`src/rtl/game_pkg.sv`:
```
// Shared types and constants for the arrow game: direction encoding, slot states,
// LFSR seed/taps and the starting number of lives.
package game_pkg;

  typedef enum logic [1:0] {
    DIR_TOP    = 2'b00,
    DIR_BOTTOM = 2'b01,
    DIR_LEFT   = 2'b10,
    DIR_RIGHT  = 2'b11
  } dir_e;

  typedef enum logic [1:0] {
    SLOT_IDLE,
    SLOT_ACTIVE,
    SLOT_RETIRE
  } slot_state_e;

  localparam logic [15:0] LFSR_SEED  = 16'hACE1;
  // Taps 16,14,13,11 as bit positions 15,13,12,10.
  localparam logic [15:0] LFSR_TAPS  = 16'hB400;
  localparam logic [1:0]  LIVES_INIT = 2'd3;
  localparam logic [9:0]  SCORE_MAX  = 10'd1023;

  function automatic logic [15:0] lfsr_next(input logic [15:0] s);
    return {s[14:0], ^(s & LFSR_TAPS)};
  endfunction

endpackage

```
`src/rtl/lfsr16.sv`:
```
// 16-bit Fibonacci LFSR, advances every clock; maximal-length so a non-zero seed
// never reaches the all-zero state.
module lfsr16
  import game_pkg::*;
(
  input  logic        clk,
  input  logic        rst_n,
  output logic [15:0] state_o
);

  logic [15:0] state_q;
  logic [15:0] state_d;

  assign state_d = lfsr_next(state_q);

  always_ff @(posedge clk or negedge rst_n) begin
    if (!rst_n) begin
      state_q <= LFSR_SEED;
    end else begin
      state_q <= state_d;
    end
  end

  assign state_o = state_q;

endmodule

```
`src/rtl/arrow_spawner.sv`:
```
// Spawns arrows into a pool of slots once per interval of frames, tracks score,
// lives and game-over, and speeds the game up as the score grows.
module arrow_spawner
  import game_pkg::*;
#(
  parameter int NUM_SLOTS     = 4,
  parameter int BASE_INTERVAL = 60,
  parameter int MIN_INTERVAL  = 16
) (
  input  logic                   clk,
  input  logic                   rst_n,
  input  logic [10:0]            hcount_in,
  input  logic [9:0]             vcount_in,
  input  logic                   game_active,
  input  logic [NUM_SLOTS-1:0]   is_hit,
  input  logic [NUM_SLOTS-1:0]   hit_player,
  output logic [NUM_SLOTS-1:0]   valid_out,
  output logic [2*NUM_SLOTS-1:0] direction_out,
  output logic [2:0]             speed_out,
  output logic [9:0]             score,
  output logic [1:0]             lives,
  output logic                   game_over
);

  logic [15:0]          lfsr_w;
  logic                 lfsr_unused;
  logic                 frame_tick;
  logic [NUM_SLOTS-1:0] slot_idle;
  logic [NUM_SLOTS-1:0] spawn_sel;
  logic                 any_idle;
  logic                 spawn;
  logic [6:0]           level;
  logic [7:0]           interval;
  logic [7:0]           cnt_inc;
  logic                 cnt_due;
  logic [10:0]          blk_cnt;
  logic [10:0]          hit_cnt;

  logic [9:0]           score_q, score_d;
  logic [1:0]           lives_q, lives_d;
  logic                 game_over_q, game_over_d;
  logic [7:0]           frame_cnt_q, frame_cnt_d;
  logic [NUM_SLOTS-1:0] is_hit_q;

  function automatic logic [9:0] sat_add_score(input logic [9:0] s, input logic [10:0] n);
    logic [11:0] sum;
    sum = {2'b00, s} + {1'b0, n};
    return (sum > {2'b00, SCORE_MAX}) ? SCORE_MAX : sum[9:0];
  endfunction

  function automatic logic [1:0] sat_sub_lives(input logic [1:0] l, input logic [10:0] n);
    return (n >= {9'd0, l}) ? 2'd0 : l - n[1:0];
  endfunction

  function automatic logic [7:0] calc_interval(input logic [6:0] lvl);
    int raw;
    raw = BASE_INTERVAL - 4 * int'(lvl);
    if (raw < MIN_INTERVAL) raw = MIN_INTERVAL;
    return 8'(raw);
  endfunction

  lfsr16 u_lfsr (
    .clk    (clk),
    .rst_n  (rst_n),
    .state_o(lfsr_w)
  );

  // Only the two low bits pick a direction; the rest just feed the sequence.
  assign lfsr_unused = ^lfsr_w[15:2];

  assign frame_tick = (hcount_in == 11'd0) && (vcount_in == 10'd0);
  assign level      = score_q[9:3];
  assign interval   = calc_interval(level);
  assign speed_out  = (level > 7'd7) ? 3'd7 : level[2:0];

  // The counter is compared after counting the current tick, so the Nth tick spawns.
  assign cnt_inc  = (frame_cnt_q == 8'hFF) ? 8'hFF : frame_cnt_q + 8'd1;
  assign cnt_due  = (cnt_inc >= interval);
  assign any_idle = |slot_idle;
  assign spawn    = frame_tick && game_active && !game_over_q && cnt_due && any_idle;

  always_comb begin
    spawn_sel = '0;
    for (int i = NUM_SLOTS - 1; i >= 0; i--) begin
      if (slot_idle[i]) begin
        spawn_sel    = '0;
        spawn_sel[i] = 1'b1;
      end
    end
  end

  always_comb begin
    blk_cnt = '0;
    hit_cnt = '0;
    for (int i = 0; i < NUM_SLOTS; i++) begin
      blk_cnt = blk_cnt + 11'(is_hit[i] & ~is_hit_q[i] & ~hit_player[i]);
      hit_cnt = hit_cnt + 11'(hit_player[i]);
    end
  end

  always_comb begin
    score_d     = score_q;
    lives_d     = lives_q;
    frame_cnt_d = frame_cnt_q;
    game_over_d = game_over_q || (lives_q == 2'd0);
    if (!game_over_q) begin
      score_d = sat_add_score(score_q, blk_cnt);
      lives_d = sat_sub_lives(lives_q, hit_cnt);
    end
    // A due spawn blocked by full slots keeps the count so it fires on the next free tick.
    if (spawn) begin
      frame_cnt_d = '0;
    end else if (frame_tick && !(cnt_due && !any_idle)) begin
      frame_cnt_d = cnt_inc;
    end
  end

  always_ff @(posedge clk or negedge rst_n) begin
    if (!rst_n) begin
      score_q     <= '0;
      lives_q     <= LIVES_INIT;
      game_over_q <= 1'b0;
      frame_cnt_q <= '0;
      is_hit_q    <= '0;
    end else begin
      score_q     <= score_d;
      lives_q     <= lives_d;
      game_over_q <= game_over_d;
      frame_cnt_q <= frame_cnt_d;
      is_hit_q    <= is_hit;
    end
  end

  for (genvar i = 0; i < NUM_SLOTS; i++) begin : g_slot
    slot_state_e state_q;
    logic        valid_q;
    dir_e        dir_q;

    always_ff @(posedge clk or negedge rst_n) begin
      if (!rst_n) begin
        state_q <= SLOT_IDLE;
        valid_q <= 1'b0;
        dir_q   <= DIR_TOP;
      end else begin
        case (state_q)
          SLOT_IDLE: begin
            if (spawn && spawn_sel[i]) begin
              state_q <= SLOT_ACTIVE;
              valid_q <= 1'b1;
              dir_q   <= dir_e'(lfsr_w[1:0]);
            end
          end
          SLOT_ACTIVE: begin
            if (is_hit[i] || game_over_q) begin
              state_q <= SLOT_RETIRE;
              valid_q <= 1'b0;
            end
          end
          SLOT_RETIRE: begin
            state_q <= SLOT_IDLE;
          end
          default: begin
            state_q <= SLOT_IDLE;
            valid_q <= 1'b0;
          end
        endcase
      end
    end

    assign slot_idle[i]          = (state_q == SLOT_IDLE);
    assign valid_out[i]          = valid_q;
    assign direction_out[2*i +: 2] = dir_q;
  end

  assign score     = score_q;
  assign lives     = lives_q;
  assign game_over = game_over_q;

endmodule
```
`config.mk`:
```
export PLATFORM = sky130hd
export DESIGN_NAME = arrow_spawner
export DESIGN_NICKNAME = d
export VERILOG_FILES = /design/src/rtl/game_pkg.sv /design/src/rtl/lfsr16.sv /design/src/rtl/arrow_spawner.sv
export SDC_FILE = /design/constraint.sdc
export NUM_CORES = 1
export LEC_CHECK = 0
export ABC_AREA = 1
export BUFFER_PORTS_ARGS = -buffer_cell sky130_fd_sc_hd__buf_2
export CAP_MARGIN = 20
export CORE_MARGIN = 2
export CORE_UTILIZATION = 55
export DETAILED_ROUTE_END_ITERATION = 7
export PLACE_DENSITY = 0.82
export SLEW_MARGIN = 20
export SYNTH_ARGS = -nofsm -noshare
export SYNTH_HDL_FRONTEND = slang
export SYNTH_HIERARCHICAL = 1
export SYNTH_SLANG_ARGS = --single-unit
```
`constraint.sdc`:
```
create_clock -name clk -period 4.3 [get_ports clk]
set_clock_uncertainty 0.15 [all_clocks]
set_input_delay 0.645 -clock clk [delete_from_list [all_inputs] [get_ports clk]]
set_output_delay 0.645 -clock clk [all_outputs]
set_load 0.01 [all_outputs]
```
Word level (Yosys, flattened, before mapping)
Index checks and enable logic that the tools add are counted.
{ "word_totals": {"reg_bits": 61, "output_inout_bits": 28} }
{ "classes": {"n_addsub": 10, "order_cmp": 5, "eq_ne": 17, "n_mux": 35, "bitwise": 20, "n_reduce_logical": 41} }
{ "op_table": {"columns": ["cell", "count"], "rows": [
  ["$not 1->11", 8],
  ["$and 1x11->11", 4],
  ["$and 11x11->11", 4],
  ["$add 11x11->11", 3],
  ["$mux 8", 4],
  ["$mux 2", 9],
  ["$mux 4", 4],
  ["$pmux 2 s2", 4],
  ["$reduce_and 2->1", 8],
  ["$reduce_xor 16->1", 1],
  ["$add 10x11->12", 1],
  ["$gt 12x10->1 const B", 1],
  ["$pmux 1 s3", 4],
  ["$reduce_and 3->1", 4],
  ["$logic_and 1x1->1", 11],
  ["$logic_not 11->1", 1],
  ["$logic_not 10->1", 1],
  ["$logic_not 2->1", 5],
  ["$lt 10x6->1 const B", 1],
  ["$mux 10", 1],
  ["$sub 6x9->10 const A", 1],
  ["$add 8x1->8 const B", 1],
  ["$eq 2x1->1 const B", 4],
  ["$eq 2x2->1 const B", 4],
  ["other kinds (17)", 39]
]} }

Logic depth before layout (Yosys ltp)
{ "depth": {"word_depth": 9, "ltp_mapped": 18, "mapped_depth_nobuf": 18} }

Cells and area by module
Netlist, hierarchy kept.
{ "by_module_without_submodules": {"columns": ["mod", "n_inst", "cells_each", "area_each_um2", "seq_area_each_um2"], "rows": [
  ["arrow_spawner", 1, 355, 2819.0, 1128.6],
  ["lfsr16", 1, 48, 594.3, 410.4]
]} }

Worst setup path after synthesis
OpenSTA, ideal clock, no wires.
{ "synth_timing": {"path_kind": "in2reg", "startpoint": "input port hit_player[1]", "endpoint": "register score_q[1], in the netlist score[1]", "setup_time_ns": 0.087, "arrival_time_ns": 2.921, "t_required_ns": 4.063, "slack_ns": 1.142, "path_stages": 13, "cell_sequence": "nor3b_1 fa_1 ha_1 ha_1 inv_1 fa_1 inv_1 nand2_1 nand2_1 nand4_1 inv_1 nand2_1 o211ai_1"} }
{ "synth_via": {"elab_chain_len": 8} }
{ "synth_rtl": {"columns": ["item", "line", "rtl"], "rows": [
  ["from (decl)", "arrow_spawner.sv:16", "input logic [NUM_SLOTS-1:0] hit_player,"],
  ["$not 1->11 (*)", "arrow_spawner.sv:96", "blk_cnt = blk_cnt + 11'(is_hit[i] & ~is_hit_q[i] & ~hit_player[i]);"],
  ["$and 11x11->11 (*)", "arrow_spawner.sv:96", null],
  ["$add 11x11->11 (*) (3 in a row)", "arrow_spawner.sv:96", null],
  ["$add 10x11->12 (*)", "arrow_spawner.sv:47", "sum = {2'b00, s} + {1'b0, n};"],
  ["$gt 12x10->1", "arrow_spawner.sv:48", "return (sum > {2'b00, SCORE_MAX}) ? SCORE_MAX : sum[9:0];"],
  ["$mux 10 (*)", "arrow_spawner.sv:48", null],
  ["to (signal assigned)", "arrow_spawner.sv:126", "score_q <= score_d;"],
  ["to (decl)", "arrow_spawner.sv:39", "logic [9:0] score_q, score_d;"]
]} }
Every way passes the cells marked *; elsewhere a longest branch is shown, timed or not.
A chain may end at the register's enable or synchronous reset.

Worst setup path in the final report
{ "layout_timing": {"startpoint": "input port hit_player[1]", "endpoint": "register score_q[2], in the netlist score[2]"} }
The elaborated chain is that of the path after synthesis.

==> out/metrics.cfg <==
[run_status]
status=completed

[power]
peakVddDrop_uv=224.9
leakagePower_nw=2.086
power_mw=1.275
powerDensity_nw_per_um2=332.2

[routing]
wl_met2_mm=3.517
wire_per_inst_um=12.65
vias=2778
dr.max_layer_used=met4
drc=0
drt_pass1_iterations=4
met1Wirelength_mm=2.856
via_per_inst=5.212
ant_nets=0
dr_wl_met3_um=242
drt_iter0_drc=154
drt_wl_total_mm=6.744

[sta]
finalSetupTns_ns=0
slew_headroom=0.3831
final-setup-viol-count=0
worst_pin_slew_ns=0.9253
fin_crit_sh=0.7554
rsz0062_at_grt=no
period_minus_slack_ns=3.248
hold_violations=0
slew_violations=0
fin_ws_ns=1.052
fmax_mhz=307.8

[clock_tree]
hold_buffers=0
clock_sinks=61
cts_root_buf=clkbuf_8
htree_levels=3
numCtsBuffers=9
tritoncts=yes
cts_setup_buffers=0
insertion_delay_ns=0.34
path_clk_slew_ns=0.07
clock_path_buffers=2
cts_resized=0

[floorplanning]
initial_core_util=0.5634
core_area_um2=5886
die_width_um=81.65
dieHeight_um=81.65
die_area_um2=6666
io_pins=60
rows=28

[grt]
grtUsageTotal=0.2273
grt_pass1_wl_mm=11.54
grt_pass1_vias=2696
antenna_found_initial=0
grt_overflow_total=0
grt_max_degree=43

[setup_path]
worstPathMaxFanout=9
start_kind=input port
crit_type=input port to flip-flop
crit_path_end_kind=flip-flop
crit_family=adder cells
crit_arrival_ns=3.35
crit_required_ns=4.40
max_stage_delay_ns=0.47
path_cells=buf_2, nor3b_1, fa_1, ha_1, ha_1, inv_1, fa_1, inv_1, nand2_1, nand2_1, nand4_1, inv_1, nand2_1, o211ai_1
critPathBufInv=4
cp_slowest_cell=fa_1

[finish]
area_growth_pct=15.81
nets=509
diodes=0
fin_util=0.6524
multiInputGateArea_um2=1506
seqCellArea_um2=1539
layout-drive-gt1-share=0.2227
fillCellCount=500

[synthesis]
yosys_warnings=6
synthCells=390
synthesis.nets=446
syn_area_um2=3316
synth.avg_cell_area_um2=8.502

[place]
place_ws_ns=0.6826
io_buffers=59
hpwl_mm=5.204
gp_congestion=0.8730

[hold_path]
hold_path.class=flip-flop to flip-flop

[run]
cap_violations=0

[power breakdown]
part | internal, mW | switching [mW] | leakage [nW]
Clock | 0.241 | 0.217 | 0.0896
Combinational | 0.0744 | 0.107 | 1.21
Sequential | 0.606 | 0.0301 | 0.783
[placed cells by master (no fill, tap or decap), drive strengths merged, types with 7 or more instances in the layout]
cell type   n
a21oi       8
nor3       10
buf        60
clkbuf     13
o21ai      21
nand2      97
nand3      33
dfrtp      51
ha         21
dfstp      10
nor2       45
inv        58
nand4       7
[layer usage]
| metal | global-route usage | vias to the layer above |
|---|---|---|
| met5 | 0 | - |
| met4 | 0.1033 | 0 |
| met3 | 0.06044 | 13 |
| met2 | 0.3754 | 53 |
| met1 | 0.2797 | 1345 |
| li1 | - | 1367 |
[sequential cells by signal, indices dropped and copies added, names as in the netlist]
register        count
g_slot.dir_q        8
score              10
u_lfsr/state_o     16
frame_cnt_q         8
is_hit_q            4
game_over           1
lives               2
g_slot.valid_q      4
g_slot.state_q      8
[through the flow]
| step | hold slack [ns] | area, µm² | cells |
|---|---|---|---|
| after floorplan | 0.1812 | 3316 | 390 |
| after global placement | 0.1834 | 3660 | 517 |
| after detailed placement | 0.1879 | 3660 | 517 |
| after CTS | 0.2013 | 3840 | 533 |
| after global routing | 0.2143 | 3840 | 533 |
| final | 0.1992 | 3840 | 533 |
[final timing paths]
kind | start | end | slack (ns) | cells after the start
max | hit_player[1] | score[2] | 1.05 | 14
min | u_lfsr/state_o[3] | u_lfsr/state_o[4] | 0.20 | 0
max reg2reg | is_hit_q[1] | score[2] | 1.09 | 13
min reg2reg | u_lfsr/state_o[3] | u_lfsr/state_o[4] | 0.20 | 0
max in group asynchronous | rst_n | g_slot[3].state_q[1] | 2.90 | 2
min in group asynchronous | rst_n | u_lfsr/state_o[8] | 0.29 | 1
[final cells by class]
class / instances / share of cell area
clock buffer: 13 / 0.04138
clock inverter: 3 / 0.005539
inverter: 58 / 0.05670
multi-input combinational: 263 / 0.3923
sequential: 61 / 0.4008
tap: 75 / 0.02444
timing repair buffer: 60 / 0.07885
[worst register-to-register path, delay by kind of cell, from the launching register on]
kind                       cells  cell delay, ns
adders and majority gates      4            1.37
AOI/OAI and AO/OA              1            0.16
buffers and inverters          3            0.27
DFF                            1            0.36
and+or+nand+nor                5            0.81
Note: power is estimated with default switching activity, not from simulation.
